[src/rtl/alu_iter.sv]
`default_nettype none
// ============================================================================
//  Module   : alu_iter
//  Brief    : Handshaked ALU with single-cycle base ops and iterative
//             radix-2 unsigned multiply / restoring divide.
//  Revision : 1.0 - initial release
// ============================================================================
module alu_iter #(
    parameter int WIDTH = 32,
    parameter bit MD_EN = 1'b1
) (
    input  logic             clk,
    input  logic             rst,
    input  logic             in_valid,
    output logic             in_ready,
    input  logic [WIDTH-1:0] A,
    input  logic [WIDTH-1:0] B,
    input  logic [3:0]       ALUop,
    output logic             out_valid,
    input  logic             out_ready,
    output logic [WIDTH-1:0] Result,
    output logic             Overflow,
    output logic             CarryOut,
    output logic             Zero
);

    localparam int CW = $clog2(WIDTH + 1);

    localparam logic [1:0] c_IDLE = 2'd0;
    localparam logic [1:0] c_BUSY = 2'd1;
    localparam logic [1:0] c_DONE = 2'd2;

    localparam logic [3:0] c_OP_AND  = 4'b0000;
    localparam logic [3:0] c_OP_OR   = 4'b0001;
    localparam logic [3:0] c_OP_ADD  = 4'b0010;
    localparam logic [3:0] c_OP_SLTU = 4'b0011;
    localparam logic [3:0] c_OP_XOR  = 4'b0100;
    localparam logic [3:0] c_OP_NOR  = 4'b0101;
    localparam logic [3:0] c_OP_SUB  = 4'b0110;
    localparam logic [3:0] c_OP_SLT  = 4'b0111;

    logic [1:0]         r_state;
    logic [CW-1:0]      r_count;
    logic [2*WIDTH-1:0] r_work;
    logic [WIDTH-1:0]   r_operand;
    logic [1:0]         r_mdSel;
    logic [WIDTH-1:0]   r_result;
    logic               r_overflow;
    logic               r_carry;
    logic               r_zero;

    logic               w_mdEn;
    logic               w_startMd;
    logic               w_isSub;
    logic [WIDTH-1:0]   w_bOp;
    logic [WIDTH:0]     w_sum;
    logic               w_cout;
    logic               w_cinMsb;
    logic               w_ovf;
    logic               w_borrow;
    logic [WIDTH-1:0]   w_aluResult;
    logic               w_aluOvf;
    logic               w_aluCarry;
    logic [WIDTH:0]     w_mulSum;
    logic [2*WIDTH-1:0] w_mulNext;
    logic [WIDTH:0]     w_divDiff;
    logic [2*WIDTH-1:0] w_divNext;
    logic [2*WIDTH-1:0] w_stepNext;
    logic [WIDTH-1:0]   w_mdResult;

    generate
        if (MD_EN) begin : g_mdOn
            assign w_mdEn = 1'b1;
        end else begin : g_mdOff
            assign w_mdEn = 1'b0;
        end
    endgenerate

    assign w_startMd = w_mdEn && (ALUop[3:2] == 2'b10);

    // Shared adder: subtraction as A + ~B + 1
    always_comb begin
        w_isSub  = (ALUop == c_OP_SUB) || (ALUop == c_OP_SLT) || (ALUop == c_OP_SLTU);
        w_bOp    = w_isSub ? ~B : B;
        w_sum    = {1'b0, A} + {1'b0, w_bOp} + {{WIDTH{1'b0}}, w_isSub};
        w_cout   = w_sum[WIDTH];
        w_cinMsb = A[WIDTH-1] ^ w_bOp[WIDTH-1] ^ w_sum[WIDTH-1];
        w_ovf    = w_cinMsb ^ w_cout;
        w_borrow = ~w_cout;
    end

    always_comb begin
        w_aluResult = '0;
        w_aluOvf    = 1'b0;
        w_aluCarry  = 1'b0;
        case (ALUop)
            c_OP_AND:  w_aluResult = A & B;
            c_OP_OR:   w_aluResult = A | B;
            c_OP_ADD: begin
                w_aluResult = w_sum[WIDTH-1:0];
                w_aluOvf    = w_ovf;
                w_aluCarry  = w_cout;
            end
            c_OP_SLTU: begin
                w_aluResult = {{(WIDTH-1){1'b0}}, w_borrow};
                w_aluCarry  = w_borrow;
            end
            c_OP_XOR:  w_aluResult = A ^ B;
            c_OP_NOR:  w_aluResult = ~(A | B);
            c_OP_SUB: begin
                w_aluResult = w_sum[WIDTH-1:0];
                w_aluOvf    = w_ovf;
                w_aluCarry  = w_borrow;
            end
            c_OP_SLT: begin
                w_aluResult = {{(WIDTH-1){1'b0}}, w_sum[WIDTH-1] ^ w_ovf};
                w_aluOvf    = w_ovf;
            end
            default: w_aluResult = '0;
        endcase
    end

    // One iteration step; r_work holds {upper, lower} for both mul and div
    always_comb begin
        w_mulSum   = {1'b0, r_work[2*WIDTH-1:WIDTH]} + (r_work[0] ? {1'b0, r_operand} : '0);
        w_mulNext  = {w_mulSum, r_work[WIDTH-1:1]};
        w_divDiff  = r_work[2*WIDTH-1:WIDTH-1] - {1'b0, r_operand};
        w_divNext  = w_divDiff[WIDTH] ? {r_work[2*WIDTH-2:0], 1'b0}
                                      : {w_divDiff[WIDTH-1:0], r_work[WIDTH-2:0], 1'b1};
        w_stepNext = r_mdSel[1] ? w_divNext : w_mulNext;
        w_mdResult = r_mdSel[0] ? w_stepNext[2*WIDTH-1:WIDTH] : w_stepNext[WIDTH-1:0];
    end

    always_ff @(posedge clk) begin
        if (rst) begin
            r_state    <= c_IDLE;
            r_count    <= '0;
            r_work     <= '0;
            r_operand  <= '0;
            r_mdSel    <= '0;
            r_result   <= '0;
            r_overflow <= 1'b0;
            r_carry    <= 1'b0;
            r_zero     <= 1'b0;
        end else begin
            case (r_state)
                c_IDLE: begin
                    if (in_valid) begin
                        r_mdSel <= ALUop[1:0];
                        if (w_startMd) begin
                            r_count <= CW'(WIDTH);
                            r_state <= c_BUSY;
                            if (ALUop[1]) begin
                                r_work    <= {{WIDTH{1'b0}}, A};
                                r_operand <= B;
                            end else begin
                                r_work    <= {{WIDTH{1'b0}}, B};
                                r_operand <= A;
                            end
                        end else begin
                            r_result   <= w_aluResult;
                            r_overflow <= w_aluOvf;
                            r_carry    <= w_aluCarry;
                            r_zero     <= (w_aluResult == '0);
                            r_state    <= c_DONE;
                        end
                    end
                end
                c_BUSY: begin
                    r_work  <= w_stepNext;
                    r_count <= r_count - 1'b1;
                    if (r_count == CW'(1)) begin
                        r_result   <= w_mdResult;
                        r_overflow <= 1'b0;
                        r_carry    <= 1'b0;
                        r_zero     <= (w_mdResult == '0);
                        r_state    <= c_DONE;
                    end
                end
                c_DONE: begin
                    if (out_ready) begin
                        r_state <= c_IDLE;
                    end
                end
                default: r_state <= c_IDLE;
            endcase
        end
    end

    assign in_ready  = (r_state == c_IDLE);
    assign out_valid = (r_state == c_DONE);
    assign Result    = r_result;
    assign Overflow  = r_overflow;
    assign CarryOut  = r_carry;
    assign Zero      = r_zero;

endmodule
`default_nettype wire

[config.mk]
export PLATFORM = sky130hd
export DESIGN_NAME = alu_iter
export DESIGN_NICKNAME = d
export VERILOG_FILES = /design/src/rtl/alu_iter.sv
export SDC_FILE = /design/constraint.sdc
export NUM_CORES = 1
export LEC_CHECK = 0
export CAP_MARGIN = 20
export CORE_ASPECT_RATIO = 0.6
export CORE_MARGIN = 2
export CORE_UTILIZATION = 42
export DETAILED_ROUTE_END_ITERATION = 6
export MAX_ROUTING_LAYER = met4
export SYNTH_ARGS = -nofsm -noshare
export SYNTH_HDL_FRONTEND = slang
export SYNTH_SLANG_ARGS = --single-unit
[constraint.sdc]
create_clock -name clk -period 14.14 [get_ports clk]
set_clock_uncertainty 0.1 [all_clocks]
set_input_delay 1.414 -clock clk [delete_from_list [all_inputs] [get_ports clk]]
set_output_delay 1.414 -clock clk [all_outputs]
set_load 0.02 [all_outputs]
==> flow_summary.toml <==
[critical_path]
critPathMaxFanout = 29
required_ps = 14410
crit_family = "simple AND/OR/NAND/NOR gates"
slowest_stage = "nor4_1"
worst_setup_path_end_kind = "register"
max_stage_delay_ps = 670
cp_common_cell = "nor4_1"
crit_arrival_ps = 7070
path_buf_inv = 3
crit_chain = "clkdlybuf4s50_1 -> nand2b_1 -> nor2_4 -> buf_4 -> xnor2_1 -> ha_1 -> a21oi_1 -> nand2_1 -> o41ai_1 -> clkbuf_2 -> o21a_1 -> o21ba_2 -> o32ai_1 -> nor4_1 -> and4_1 -> nand4_1 -> nor4_1 -> a41oi_1 -> o41ai_2"
critical_path_class = "in -> reg"
startpoint_type = "primary input"

[grt]
grt_pass1_vias = 15100
grt_max_degree = 87
grt_first_pass_wirelength_um = 91000
grt_use_total = 0.302
antenna_found_initial = 3
overflow = 0

[run]
maxCapViolCount = 0

[timing]
rsz0062_at_grt = "false"
tns_ps = 0
worst_pin_slew_ps = 1050
slew_headroom = 0.297
fmax_mhz = 147
post-route-period-util = 0.481
hold_viol = 0
maxSlewViolCount = 0
setup_viol = 0
finalWorstSetupSlack_ps = 7340
period_minus_slack_ps = 6800

[yosys]
synth_seq_cells = 141
syn-mean-instance-area_um2 = 7.40
synth_top_cell_by_area = "dfxtp_1"
yosysUniqueCellTypes = 79
synth_seq_area_share = 0.176
synth_edf_count = 0
yosysWarnings = 0
synth_area_leaders = "dfxtp_1 (18%), ha_1 (13%), mux2i_1 (6.7%), a21oi_1 (6.3%), nor2_1 (5.9%)"
synthArstFlopShare = 0
netlist_area_um2 = 16000
ys_dominant_reg_cell = "dfxtp_1"
postSynthCellCount = 2166
syn_nets = 2402
synth.top_cell.area_share = 0.176

[clocking]
cts_sinks = 141
cts_made_buffers = 17
cts_setup_buffers = 0
hold_buffers = 0
cts_tree = "yes"
clk_pin_slew_worst_paths_ps = 70
htree_levels = 4
clockRootBuffer = "clkbuf_16"
insertion_delay_ps = 460
cts_resized = 0
clockBufferDepth = 2

[placed_design]
hpwl_um = 45500
portBuffers = 108
globalplace.congestion = 0.980
preCtsSetupSlack_ps = 6620

[die]
die_x_um = 256
die_h_um = 155
row_count = 55
initial_core_util = 0.426
ios = 109
core_area_um2 = 37600
die-area_um2 = 39800

[drt]
initialDrtViolationCount = 1882
first_pass_iters = 6
routedWlPerCell_um = 22.2
totalWireLength_um = 59800
via_count = 16600
drc = 0
postRouteAntennaNets = 0
vias_per_cell = 6.13

[layout]
multiInputGateArea_um2 = 12200
nets = 2408
postLayoutCoreUtil = 0.477
syn_to_final_growth_pct = 12.0
nFillCells = 3789
final_common_cell = "nor2_1"
seq_area_um2 = 2830
drive_gt1_frac = 0.0513
final_cell_mix = "nor2_1 (248), a21oi_1 (202), ha_1 (161)"

[power]
p_total_w = 0.00145
peakVddDrop_mv = 0.0789
p_leak_nw = 7.46
p_per_area_nw_per_um2 = 80.9

[min_path]
min_path_type = "reg -> reg"

[outcome]
outcome = "completed"
[metal layers]
metal	part of all wire	track usage	vias to the layer above	wire, um
met5	0	-	-	0
met4	0.018	0.0640	0	1070
met3	0.082	0.0463	76	4940
met2	0.41	0.431	679	24600
met1	0.49	0.445	7926	29200
li1	-	-	7880	-
[power breakdown]
group	internal (W)	switching, W
registers	0.000415	0.0000212
clock network	0.000249	0.000217
logic	0.000210	0.000342
total	0.000874	0.000580
[layout make-up]
type,instances,area share
repair buffers,130,0.0685
multi-input cells,1751,0.679
well taps,513,0.0357
clock inverters,14,0.00815
diodes,2,0.000279
flip-flops and latches,141,0.157
clock buffers,18,0.0239
inverters,131,0.0274
[through the flow]
step	cells	cell area, um^2	hold slack [ps]
6_report	2700	18000	393
4_1_cts	2697	18000	394
3_3_place_gp	2665	17400	372
2_1_floorplan	2166	16000	357
3_5_place_dp	2665	17400	379
5_1_grt	2700	18000	411
[cell families (layout without fill, tap and decap cells)]
logic type,Yosys count,after routing,synth area share
buffers and inverters,274,293,0.0655
multiplexers,127,127,0.0824
other,0,2,0
adder cells (fa/ha/maj),164,164,0.129
XOR/XNOR,143,143,0.0781
AND/OR/NAND/NOR,629,629,0.182
flip-flops,141,141,0.176
AO/OA/AOI/OAI,688,688,0.286
[registers in the layout, indices dropped and copies added, names as in the netlist]
register	flops
r_work	64
Result	32
r_operand	32
r_count	6
r_mdSel	2
r_state	2
CarryOut	1
Overflow	1
Zero	1
[final timing paths]
path	startpoint	end	slack, ps	cells after the start
max reg2reg	r_work[31]	Zero	7640	16
min	r_work[23]	r_work[23]	390	2
max	ALUop[3]	Zero	7340	19
min reg2reg	r_work[23]	r_work[23]	390	2
[worst reg2reg max path, cell delays in order, from the launching register on]
cell and delay (ps):
dfxtp_1 400, inv_1 140, ha_1 220, inv_1 70, fa_1 470, a211oi_1 390, o211ai_1 250, a41oi_1 520
a2111oi_0 220, a21oi_1 440, and3_4 650, mux2_4 400, o21a_1 210, or4_1 490, or4_1 660, or4b_1 580
o41ai_2 190
[Yosys cell counts, types with 16 or more instances]
cell type    n
and2_1      56
a21oi_1    202
nand3_1     24
xnor2_1     99
dfxtp_1    141
xor2_1      44
ha_1       161
nand2_1    144
a31oi_1     28
o211ai_1    27
a22oi_1     27
mux2i_1    108
buf_1       25
nor2_1     251
nand4_1     21
inv_1      128
nor3_1      36
clkbuf_1   111
o21ai_0     91
a21o_1      43
a221oi_1    19
a211oi_1   112
mux2_2      16
Note: power is estimated with default switching activity, not from simulation.
